$ cat src/rtl/gate2_tester_if.sv
// ============================================================
// gate2_tester_if: handshake/result bundle between the gate
// BIST driver/checker and its environment.
// Rev 1.0
// ============================================================
`default_nettype none

interface gate2_tester_if;
  logic       start;
  logic       gate_out;
  logic       a;
  logic       b;
  logic       busy;
  logic       done;
  logic       pass;
  logic [3:0] fail_vec;
  logic [2:0] err_count;

  modport master (
    input  start, gate_out,
    output a, b, busy, done, pass, fail_vec, err_count
  );

  modport slave (
    output start, gate_out,
    input  a, b, busy, done, pass, fail_vec, err_count
  );
endinterface

`default_nettype wire

$ cat src/rtl/gate2_tester.sv
// ============================================================
// gate2_tester: drives all four {a,b} vectors into a 2-input
// gate, checks each sample against EXPECT, reports the results.
// Rev 1.0
// ============================================================
`default_nettype none

module gate2_tester #(
  parameter int         SETTLE_CYCLES = 2,
  parameter logic [3:0] EXPECT        = 4'b1000
) (
  input  wire              clk,
  input  wire              rst,
  gate2_tester_if.master   bus
);

  localparam logic [1:0] S_IDLE   = 2'd0;
  localparam logic [1:0] S_SETTLE = 2'd1;
  localparam logic [1:0] S_DONE   = 2'd2;

  localparam logic [3:0] SETTLE_LAST = SETTLE_CYCLES[3:0];

  logic [1:0] state_q,     state_d;
  logic [1:0] idx_q,       idx_d;
  logic [3:0] cnt_q,       cnt_d;
  logic       a_q,         a_d;
  logic       b_q,         b_d;
  logic       busy_q,      busy_d;
  logic       done_q,      done_d;
  logic       pass_q,      pass_d;
  logic [3:0] fail_vec_q,  fail_vec_d;
  logic [2:0] err_count_q, err_count_d;
  logic       mismatch;

  always_comb begin
    state_d     = state_q;
    idx_d       = idx_q;
    cnt_d       = cnt_q;
    a_d         = a_q;
    b_d         = b_q;
    busy_d      = busy_q;
    done_d      = done_q;
    pass_d      = pass_q;
    fail_vec_d  = fail_vec_q;
    err_count_d = err_count_q;
    mismatch    = 1'b0;

    case (state_q)
      S_IDLE: begin
        if (bus.start) begin
          state_d     = S_SETTLE;
          idx_d       = 2'd0;
          cnt_d       = 4'd0;
          a_d         = 1'b0;
          b_d         = 1'b0;
          busy_d      = 1'b1;
          pass_d      = 1'b0;
          fail_vec_d  = 4'd0;
          err_count_d = 3'd0;
        end
      end

      S_SETTLE: begin
        if (cnt_q < SETTLE_LAST) begin
          cnt_d = cnt_q + 4'd1;
        end else begin
          // Case inequality so an X/Z from the gate is a failure.
          mismatch               = (bus.gate_out !== EXPECT[idx_q]);
          fail_vec_d[idx_q]      = fail_vec_q[idx_q] | mismatch;
          err_count_d            = err_count_q + {2'b00, mismatch};
          if (idx_q != 2'd3) begin
            idx_d = idx_q + 2'd1;
            {a_d, b_d} = idx_q + 2'd1;
            cnt_d = 4'd0;
          end else begin
            state_d = S_DONE;
            busy_d  = 1'b0;
            a_d     = 1'b0;
            b_d     = 1'b0;
            done_d  = 1'b1;
            pass_d  = (err_count_q == 3'd0) && !mismatch;
          end
        end
      end

      S_DONE: begin
        state_d = S_IDLE;
        done_d  = 1'b0;
      end

      default: begin
        state_d = S_IDLE;
        busy_d  = 1'b0;
        done_d  = 1'b0;
        a_d     = 1'b0;
        b_d     = 1'b0;
      end
    endcase
  end

  always_ff @(posedge clk or posedge rst) begin
    if (rst) begin
      state_q     <= S_IDLE;
      idx_q       <= 2'd0;
      cnt_q       <= 4'd0;
      a_q         <= 1'b0;
      b_q         <= 1'b0;
      busy_q      <= 1'b0;
      done_q      <= 1'b0;
      pass_q      <= 1'b0;
      fail_vec_q  <= 4'd0;
      err_count_q <= 3'd0;
    end else begin
      state_q     <= state_d;
      idx_q       <= idx_d;
      cnt_q       <= cnt_d;
      a_q         <= a_d;
      b_q         <= b_d;
      busy_q      <= busy_d;
      done_q      <= done_d;
      pass_q      <= pass_d;
      fail_vec_q  <= fail_vec_d;
      err_count_q <= err_count_d;
    end
  end

  assign bus.a         = a_q;
  assign bus.b         = b_q;
  assign bus.busy      = busy_q;
  assign bus.done      = done_q;
  assign bus.pass      = pass_q;
  assign bus.fail_vec  = fail_vec_q;
  assign bus.err_count = err_count_q;

endmodule

`default_nettype wire

$ cat src/flat_wrapper.sv
// flat-port wrapper written by rule: the top's interface ports become plain ports
module gate2_tester_flat 
#(
  parameter int         SETTLE_CYCLES = 2,
  parameter logic [3:0] EXPECT        = 4'b1000
)
  (clk, rst, bus_start, bus_gate_out, bus_a, bus_b, bus_busy, bus_done, bus_pass, bus_fail_vec, bus_err_count);
  gate2_tester_if bus_i ();
  input  wire clk;
  input  wire rst;
  input wire logic [$bits(bus_i.start)-1:0] bus_start;
  input wire logic [$bits(bus_i.gate_out)-1:0] bus_gate_out;
  output wire logic [$bits(bus_i.a)-1:0] bus_a;
  output wire logic [$bits(bus_i.b)-1:0] bus_b;
  output wire logic [$bits(bus_i.busy)-1:0] bus_busy;
  output wire logic [$bits(bus_i.done)-1:0] bus_done;
  output wire logic [$bits(bus_i.pass)-1:0] bus_pass;
  output wire logic [$bits(bus_i.fail_vec)-1:0] bus_fail_vec;
  output wire logic [$bits(bus_i.err_count)-1:0] bus_err_count;
  assign bus_i.start = bus_start;
  assign bus_i.gate_out = bus_gate_out;
  assign bus_a = bus_i.a;
  assign bus_b = bus_i.b;
  assign bus_busy = bus_i.busy;
  assign bus_done = bus_i.done;
  assign bus_pass = bus_i.pass;
  assign bus_fail_vec = bus_i.fail_vec;
  assign bus_err_count = bus_i.err_count;
  gate2_tester #(.SETTLE_CYCLES(SETTLE_CYCLES), .EXPECT(EXPECT)) u_core (.clk(clk), .rst(rst), .bus(bus_i));
endmodule
$ cat config.mk
export PLATFORM = sky130hd
export DESIGN_NAME = gate2_tester_flat
export DESIGN_NICKNAME = d
export VERILOG_FILES = /design/src/rtl/gate2_tester_if.sv /design/src/rtl/gate2_tester.sv /design/src/flat_wrapper.sv
export SDC_FILE = /design/constraint.sdc
export NUM_CORES = 1
export LEC_CHECK = 0
export BUFFER_PORTS_ARGS = -buffer_cell sky130_fd_sc_hd__buf_2
export CAP_MARGIN = 25
export CELL_PAD_IN_SITES_DETAIL_PLACEMENT = 0
export CELL_PAD_IN_SITES_GLOBAL_PLACEMENT = 1
export CORE_MARGIN = 2
export CORE_UTILIZATION = 43
export DETAILED_ROUTE_END_ITERATION = 8
export PLACE_DENSITY = 0.76
export RECOVER_POWER = 50
export REMOVE_ABC_BUFFERS = 1
export SETUP_SLACK_MARGIN = 0.2
export SLEW_MARGIN = 10
export SYNTH_ARGS = -nofsm -noshare
export SYNTH_HDL_FRONTEND = slang
export SYNTH_SLANG_ARGS = --single-unit
$ cat constraint.sdc
create_clock -name clk -period 2.2 [get_ports clk]
set_input_delay 0.22 -clock clk [delete_from_list [all_inputs] [get_ports clk]]
set_output_delay 0.22 -clock clk [all_outputs]
set_load 0.005 [all_outputs]
==> results.sh, run 1 <==
export IMPL_numPortBuffers=15
export IMPL_first_global_vias=810
export IMPL_drive_gt1_share_pct=24.14
export IMPL_antenna_cells=0
export IMPL_synth_adder_area_share_pct=8.226
export IMPL_clock_root_buffer="clkbuf_4"
export IMPL_finClkSkew_ns=0.007135
export IMPL_final_min_clock_period_ns=1.850
export IMPL_clkPwrFrac_pct=10.1
export IMPL_htreeDepth=1
export IMPL_max_slew_margin_pct=48.83
export IMPL_totalWireLength_mm=2.207
export IMPL_hold_path_class="in -> async"
export IMPL_routabilityCongestion=0.7312
export IMPL_final_common_cell="dfrtp_1"
export IMPL_synth_edf_count=0
export IMPL_crit_start="u_core.idx_q[0]"
export IMPL_cap_violations=0
export IMPL_cp_end_kind="flip-flop"
export IMPL_drt_first_iter_violations=16
export IMPL_post_route_period_util_pct=84.10
export IMPL_use_met3_pct=2.778
export IMPL_run_status="completed"
export IMPL_synth_xor_area_share_pct=3.290
export IMPL_die_h_um=53.76
export IMPL_synth_top_family_by_area="compound AO/OA/AOI/OAI gates"
export IMPL_numCtsBuffers=3
export IMPL_dr_pass1_iters=4
export IMPL_dp_hpwl_mm=1.622
export IMPL_cts_resized=0
export IMPL_synth_warnings=0
export IMPL_reg2reg_slack_ns=0.35
export IMPL_crit_path_end="u_core.bus.err_count[1]"
export IMPL_power_net_switching_uw=733.4
export IMPL_synth_compound_area_share_pct=19.74
export IMPL_clockBufferDepth=2
export IMPL_vias=840
export IMPL_clock_sinks=20
export IMPL_pin_count=16
export IMPL_hold_ws_ns=0.02767
export IMPL_pwr_share_seq_pct=39.9
export IMPL_postRouteAntennaNets=0
export IMPL_syn_area_per_cell_um2=10.87
export IMPL_synthCells=98
export IMPL_grt_use_met2_pct=27.03
export IMPL_fin_util_pct=50.00
export IMPL_die_area_mm2=0.002890
export IMPL_ys_types=32
export IMPL_tritoncts="yes"
export IMPL_die_w_um=53.76
export IMPL_ff2ff_path_depth=6
export IMPL_setup_tns_ns=0
export IMPL_final_cell_mix="dfrtp_1 (19), buf_2 (13), nand2_1 (9)"
export IMPL_rsz0062_at_grt="no"
export IMPL_synth_simple_area_share_pct=16.10
export IMPL_fin_nets=129
export IMPL_hold_viol_final=0
export IMPL_critPathArrivalTime_ns=2.05
export IMPL_clk_latency_ns=0.31
export IMPL_grt_usage_pct=18.67
export IMPL_wl_per_cell_um=15.12
export IMPL_total_power_mw=1.754
export IMPL_combPwrFrac_pct=50.0
export IMPL_antenna_found_initial=0
export IMPL_timing_rr_end="u_core.bus.err_count[1]"
export IMPL_p_leak_nw=0.5822
export IMPL_overflow=0
export IMPL_ir_worst_vdd_mv=0.6998
export IMPL_tightestPinTransition_ns=0.7667
export IMPL_reg2reg_from="u_core.idx_q[0]"
export IMPL_postCtsSetupRepairBufs=0
export IMPL_syn_area_mm2=0.001065
export IMPL_p_per_area_mw_per_mm2=1456
export IMPL_globalRouteMet1Util_pct=27.07
export IMPL_synth_flop_cell="dfrtp_1"
export IMPL_grt_max_degree=21
export IMPL_core_area_mm2=0.002410
export IMPL_vias_per_cell=5.753
export IMPL_sw_frac_of_total_pct=41.81
export IMPL_synth_area_mux_share_pct=3.055
export IMPL_path_clk_slew_ns=0.11
export IMPL_path_max_fanout=9
export IMPL_ys_seq_area_share_pct=47.00
export IMPL_grt_pass1_wl_mm=3.815
export IMPL_start_util_pct=44.18
export IMPL_synthToLayoutAreaGrowth_pct=13.16
export IMPL_timing_fmax_mhz=540.5
export IMPL_route_detailed_drc=0
export IMPL_core_rowCount=18
export IMPL_required_ns=2.40
export IMPL_grt_busiest_layer="met1"
export IMPL_p_int_mw=1.021
export IMPL_ys_ff_latch=20
export IMPL_cp_start_kind="flip-flop"
export IMPL_postCtsHoldBufs=0
export IMPL_drv_slew=0
export IMPL_async_flop_share_pct=100.0
export IMPL_crit_type="reg -> reg"
export IMPL_finalSetupViolCount=0
export IMPL_n_fill_cell=223
==> worst min path at each step <==
| stage | start | to | cells after the start |
|---|---|---|---|
| 4_1_cts | rst | u_core.bus.fail_vec[1] | 2 |
| 2_1_floorplan | rst | u_core.bus.a | 1 |
| 6_report | rst | u_core.bus.fail_vec[1] | 2 |
| 3_3_place_gp | rst | u_core.bus.fail_vec[2] | 2 |
| 3_5_place_dp | rst | u_core.bus.fail_vec[1] | 2 |
| 5_1_grt | rst | u_core.idx_q[1] | 2 |
==> area by class of cell <==
cell class | count | area [µm²] | area share [%]
multi-input combinational | 71 | 536.8 | 44.55
sequential | 20 | 501.7 | 41.64
timing repair buffer | 17 | 87.58 | 7.269
tap | 30 | 37.54 | 3.115
clock buffer | 3 | 22.52 | 1.869
inverter | 5 | 18.77 | 1.558
==> synth_stat cells (2+ instances only) <==
cell	n	area [µm²]
a22o_1	6	52.55
o31ai_1	3	22.52
xnor2_1	2	17.52
dfrtp_1	20	500.5
nand2_1	9	33.78
or4_1	2	15.01
inv_1	4	15.01
o22ai_1	2	12.51
a31oi_1	2	12.51
and2_1	2	12.51
nor3b_1	3	22.52
a21oi_1	4	20.02
o21ai_0	4	20.02
a311oi_1	3	26.28
ha_1	7	87.58
xor2_1	2	17.52
nor2_1	8	30.03
==> per-layer routing <==
layer | wire length [µm] | vias up
met3 | 138 | 5
met1 | 1061 | 404
met4 | 47 | 0
met5 | 0 | -
met2 | 959 | 32
li1 | - | 399
==> power by group through the flow <==
stage                     logic, mW  clock network (mW)  registers, mW
after floorplan               0.616                   0          0.686
after global placement        0.871                   0          0.700
after detailed placement      0.880                   0          0.709
after CTS                     0.891               0.182          0.698
after global routing          0.989               0.204          0.728
final                         0.877               0.177          0.700
==> worst max-delay path: stages (launching register included) <==
cell,delay (ns)
dfrtp_2,0.48
ha_1,0.30
xor2_1,0.17
and2_1,0.17
ha_1,0.26
a22o_1,0.19
a22o_1,0.17
==> metrics by stage <==
step,cell area [µm²],setup slack [ns],std cells
2_1_floorplan,1056,0.4268,96
3_3_place_gp,1184,0.3666,143
3_5_place_dp,1184,0.3288,143
4_1_cts,1206,0.3100,146
5_1_grt,1205,0.2221,146
6_report,1205,0.3498,146
==> logic make-up after synthesis <==
group | after synthesis
compound gates | 28
xor+xnor | 4
fa+ha+maj | 7
buf+inv | 7
flops | 20
mux | 2
simple gates | 30
==> flip-flops by register name, indices dropped and copies added, names as in the netlist <==
name / cells
u_core.bus.err_count: 3
u_core.cnt_q: 4
u_core.bus.busy: 1
u_core.bus.b: 1
u_core.state_q: 2
u_core.bus.fail_vec: 4
u_core.idx_q: 2
u_core.bus.done: 1
u_core.bus.a: 1
u_core.bus.pass: 1
Power figures use the tool's default switching activity.
==> run 2, diff against run 1 <==
==> constraint.sdc (replaced) <==
create_clock -name clk -period 1.8 [get_ports clk]
set_input_delay 0.18 -clock clk [delete_from_list [all_inputs] [get_ports clk]]
set_output_delay 0.18 -clock clk [all_outputs]
set_load 0.005 [all_outputs]
==> results.sh, run 2 (same netlist as run 1, synthesis figures left out) <==
export IMPL_drive_gt1_share_pct=35.25
export IMPL_final_min_clock_period_ns=1.609
export IMPL_wl_per_cell_um=15.54
export IMPL_path_max_fanout=2
export IMPL_synthToLayoutAreaGrowth_pct=24.44
export IMPL_final_common_cell="dfrtp_1"
export IMPL_drv_slew=0
export IMPL_clock_sinks=20
export IMPL_die_area_mm2=0.002890
export IMPL_dp_hpwl_mm=1.651
export IMPL_clockBufferDepth=2
export IMPL_cap_violations=0
export IMPL_die_h_um=53.76
export IMPL_post_route_period_util_pct=89.40
export IMPL_final_cell_mix="dfrtp_1 (19), buf_2 (13), nand2_1 (9)"
export IMPL_routabilityCongestion=0.7193
export IMPL_drt_first_iter_violations=10
export IMPL_tritoncts="yes"
export IMPL_n_fill_cell=225
export IMPL_p_leak_nw=0.6251
export IMPL_clock_root_buffer="clkbuf_4"
export IMPL_required_ns=2.00
export IMPL_post_route_cell_area_mm2=0.001325
export IMPL_htreeDepth=1
export IMPL_numCtsBuffers=3
export IMPL_tightestPinTransition_ns=0.7877
export IMPL_finClkSkew_ns=0.01096
export IMPL_grt_pass1_wl_mm=3.864
export IMPL_antenna_cells=0
export IMPL_path_clk_slew_ns=0.13
export IMPL_core_rowCount=18
export IMPL_vias_per_cell=5.605
export IMPL_cp_end_kind="flip-flop"
export IMPL_pin_count=16
export IMPL_hold_ws_ns=-0.01257
export IMPL_rsz0062_at_grt="yes"
export IMPL_vias=852
export IMPL_setup_tns_ns=0
export IMPL_hold_viol_final=9
export IMPL_core_area_mm2=0.002410
export IMPL_p_per_area_mw_per_mm2=1806
export IMPL_numPortBuffers=15
export IMPL_ir_worst_vdd_mv=0.8694
export IMPL_violations="negative hold slack"
export IMPL_first_global_vias=846
export IMPL_totalWireLength_mm=2.362
export IMPL_dpl_worst_slack_ns=0.1412
export IMPL_grt_usage_pct=18.68
export IMPL_fin_ws_ns=0.1908
export IMPL_cp_start_kind="flip-flop"
export IMPL_antenna_found_initial=0
export IMPL_grt_max_degree=21
export IMPL_postCtsHoldBufs=0
export IMPL_timing_fmax_mhz=621.4
export IMPL_die_w_um=53.76
export IMPL_critPathArrivalTime_ns=1.81
export IMPL_postRouteAntennaNets=0
export IMPL_crit_type="reg -> reg"
export IMPL_hold_path_class="in -> async"
export IMPL_dr_pass1_iters=4
export IMPL_fin_nets=134
export IMPL_clk_latency_ns=0.31
export IMPL_start_util_pct=44.18
export IMPL_max_slew_margin_pct=47.43
export IMPL_dpl_instance_area_mm2=0.001214
export IMPL_route_detailed_drc=0
export IMPL_overflow=0
export IMPL_run_status="finished, violations left"
export IMPL_finalSetupViolCount=0
[run 2: path summary, 6_finish.rpt]
| kind | slack, ns | endpoint | cells after the start | startpoint |
|---|---|---|---|---|
| setup / recovery | 0.19 | u_core.bus.err_count[1] | 6 | u_core.idx_q[0] |
| setup reg to reg | 0.19 | u_core.bus.err_count[1] | 6 | u_core.idx_q[0] |
| max in group asynchronous | 1.26 | u_core.state_q[0] | 2 | rst |
| hold / removal | -0.01 | u_core.bus.a | 2 | rst |
| hold reg to reg | 0.50 | u_core.cnt_q[0] | 1 | u_core.cnt_q[0] |
| min in group clk | 0.24 | u_core.bus.a | 4 | bus_start |
[run 2: cell type report]
cell class	instances	area [µm²]	area share, %
clock buffer	4	36.28	2.738
inverter	5	18.77	1.416
multi-input combinational	71	605.6	45.70
sequential	20	501.7	37.87
tap	30	37.54	2.833
timing repair buffer	22	125.1	9.443
[run 2: critical path, stage by stage, from the launching register on]
cell	delay (ns)
dfrtp_1	0.42
ha_2	0.21
xor2_2	0.13
and2_1	0.14
ha_2	0.26
a22o_1	0.17
a22o_1	0.17
[run 2: stage by stage]
step           util [%]  total power, mW  instances  hold WS (ns)
5_1_grt           54.98            2.619        152       0.05005
4_1_cts           52.18            2.266        151       0.02552
6_report          54.98            2.393        152      -0.01257
2_1_floorplan         -            1.591         96        0.1438
3_3_place_gp      50.36            1.958        147        0.3441
3_5_place_dp      50.36            1.990        147        0.3645
[run 2: routing by layer]
layer | share of wire (%) | global-route usage [%]
met4 | 0.64 | 8.974
met3 | 3.0 | 2.778
met2 | 47 | 28.46
met5 | 0 | 0
met1 | 49 | 25.88
[run 2: power by group]
part | leakage [nW] | switching [mW] | internal (mW)
logic | 0.357 | 0.652 | 0.635
clock network | 0.0210 | 0.153 | 0.123
registers | 0.247 | 0.182 | 0.647
total | 0.625 | 0.987 | 1.41
[run 2: what timing repair did]
action,4_1_cts,5_1_grt
resized for setup,2,12
setup buffers,0,1
endpoints found under the setup margin,3,8
pin swaps,4,5
==> run 3, diff against run 2 <==
--- a/config.mk
+++ b/config.mk
@@ -5,6 +5,7 @@
 export SDC_FILE = /design/constraint.sdc
 export NUM_CORES = 1
 export LEC_CHECK = 0
+export ABC_CLOCK_PERIOD_IN_PS = 1800
 export BUFFER_PORTS_ARGS = -buffer_cell sky130_fd_sc_hd__buf_2
 export CAP_MARGIN = 25
 export CELL_PAD_IN_SITES_DETAIL_PLACEMENT = 0
@@ -12,6 +13,8 @@
 export CORE_MARGIN = 2
 export CORE_UTILIZATION = 43
 export DETAILED_ROUTE_END_ITERATION = 8
+export GPL_ROUTABILITY_DRIVEN = 0
+export HOLD_SLACK_MARGIN = 0.05
 export PLACE_DENSITY = 0.76
 export RECOVER_POWER = 50
 export REMOVE_ABC_BUFFERS = 1
==> results.sh, run 3 (same netlist as run 1, synthesis figures left out) <==
export IMPL_final_common_cell="dfrtp_1"
export IMPL_hold_viol_final=0
export IMPL_totalWireLength_mm=2.374
export IMPL_dp_hpwl_mm=1.651
export IMPL_timing_fmax_mhz=621.4
export IMPL_fin_ws_ns=0.1908
export IMPL_grt_max_degree=21
export IMPL_hold_path_class="in -> reg"
export IMPL_n_fill_cell=226
export IMPL_cp_start_kind="flip-flop"
export IMPL_htreeDepth=1
export IMPL_antenna_cells=0
export IMPL_core_rowCount=18
export IMPL_cap_violations=0
export IMPL_final_cell_mix="dfrtp_1 (19), buf_2 (11), nand2_1 (9)"
export IMPL_dr_pass1_iters=4
export IMPL_route_detailed_drc=0
export IMPL_ir_worst_vdd_mv=0.8747
export IMPL_numPortBuffers=15
export IMPL_ff2ff_path_depth=6
export IMPL_p_per_area_mw_per_mm2=1794
export IMPL_drt_first_iter_violations=10
export IMPL_setup_tns_ns=0
export IMPL_regArea_um2=501.7
export IMPL_clock_root_buffer="clkbuf_4"
export IMPL_required_ns=2.00
export IMPL_clockBufferDepth=2
export IMPL_final_min_clock_period_ns=1.609
export IMPL_clk_latency_ns=0.31
export IMPL_overflow=0
export IMPL_total_power_mw=2.390
export IMPL_synthToLayoutAreaGrowth_pct=25.15
export IMPL_path_clk_slew_ns=0.13
export IMPL_grt_pass1_wl_mm=3.891
export IMPL_min_to="u_core.bus.a"
export IMPL_vias=856
export IMPL_path_max_fanout=2
export IMPL_finalSetupViolCount=0
export IMPL_vias_per_cell=5.595
export IMPL_drive_gt1_share_pct=33.33
export IMPL_die_w_um=53.76
export IMPL_critPathArrivalTime_ns=1.81
export IMPL_crit_start="u_core.idx_q[0]"
export IMPL_postRouteAntennaNets=0
export IMPL_clock_sinks=20
export IMPL_fin_nets=135
export IMPL_multiInputGateArea_um2=605.6
export IMPL_dpl_worst_slack_ns=0.1412
export IMPL_tritoncts="yes"
export IMPL_rsz0062_at_grt="yes"
export IMPL_first_global_vias=858
export IMPL_reg2reg_slack_ns=0.19
export IMPL_run_status="completed"
export IMPL_crit_type="reg -> reg"
export IMPL_core_area_mm2=0.002410
export IMPL_reg2reg_from="u_core.idx_q[0]"
export IMPL_start_util_pct=44.18
export IMPL_post_route_period_util_pct=89.40
export IMPL_die_area_mm2=0.002890
export IMPL_p_leak_nw=0.6226
export IMPL_timing_rr_end="u_core.bus.err_count[1]"
export IMPL_cp_end_kind="flip-flop"
export IMPL_numCtsBuffers=3
export IMPL_holdCritStartpoint="bus_start"
export IMPL_grt_usage_pct=18.80
export IMPL_tightestPinTransition_ns=0.7875
export IMPL_drv_slew=0
export IMPL_finClkSkew_ns=0.01096
export IMPL_antenna_found_initial=0
export IMPL_pin_count=16
export IMPL_wl_per_cell_um=15.52
export IMPL_max_slew_margin_pct=47.44
export IMPL_die_h_um=53.76
export IMPL_hold_depth=4
run 3: layout make-up:
class | instances | share of cell area [%]
Timing Repair Buffer | 23 | 9.953
Clock buffer | 4 | 2.723
Sequential cell | 20 | 37.65
Inverter | 5 | 1.408
Multi-Input combinational cell | 71 | 45.45
Tap cell | 30 | 2.817
run 3: how the worst max path moves through the flow:
stage,slack [ns],endpoint
floorplan,0.03,u_core.bus.err_count[1]
global placement,0.18,u_core.bus.err_count[1]
detailed placement,0.14,u_core.bus.err_count[1]
CTS,0.17,u_core.bus.err_count[1]
global route,0.14,u_core.bus.err_count[1]
finish,0.19,u_core.bus.err_count[1]
run 3: metrics by stage:
stage	hold slack [ns]	utilization, %	instance area, µm²	instances
3_3_place_gp	0.3441	50.36	1214	147
5_1_grt	0.2931	55.30	1333	153
4_1_cts	0.2490	52.60	1267	152
2_1_floorplan	0.1438	-	1056	96
6_report	0.2425	55.30	1333	153
3_5_place_dp	0.3645	50.36	1214	147
run 3: power by group:
| part | switching, mW | internal (mW) |
|---|---|---|
| Combinational | 0.653 | 0.631 |
| Clock | 0.153 | 0.123 |
| Sequential | 0.183 | 0.647 |
run 3: critical path, stage by stage (launching register included):
cell	delay (ns)
dfrtp_1	0.42
ha_2	0.21
xor2_2	0.13
and2_1	0.14
ha_2	0.26
a22o_1	0.17
a22o_1	0.17
run 3: per-layer routing:
metal / track usage [%] / wire length (µm) / vias to the layer above
met1: 25.88 / 1161 / 430
met4: 8.974 / 15 / 0
met5: 0 / 0 / -
met3: 2.778 / 68 / 2
met2: 28.86 / 1128 / 14
li1: - / - / 410
run 3: timing repair:
item,CTS,global route
hold buffers,1,0
buffers inserted,0,1
pin swaps,4,5
setup endpoints to repair,3,8
endpoints found under the hold margin,20,0
resized for setup,2,12
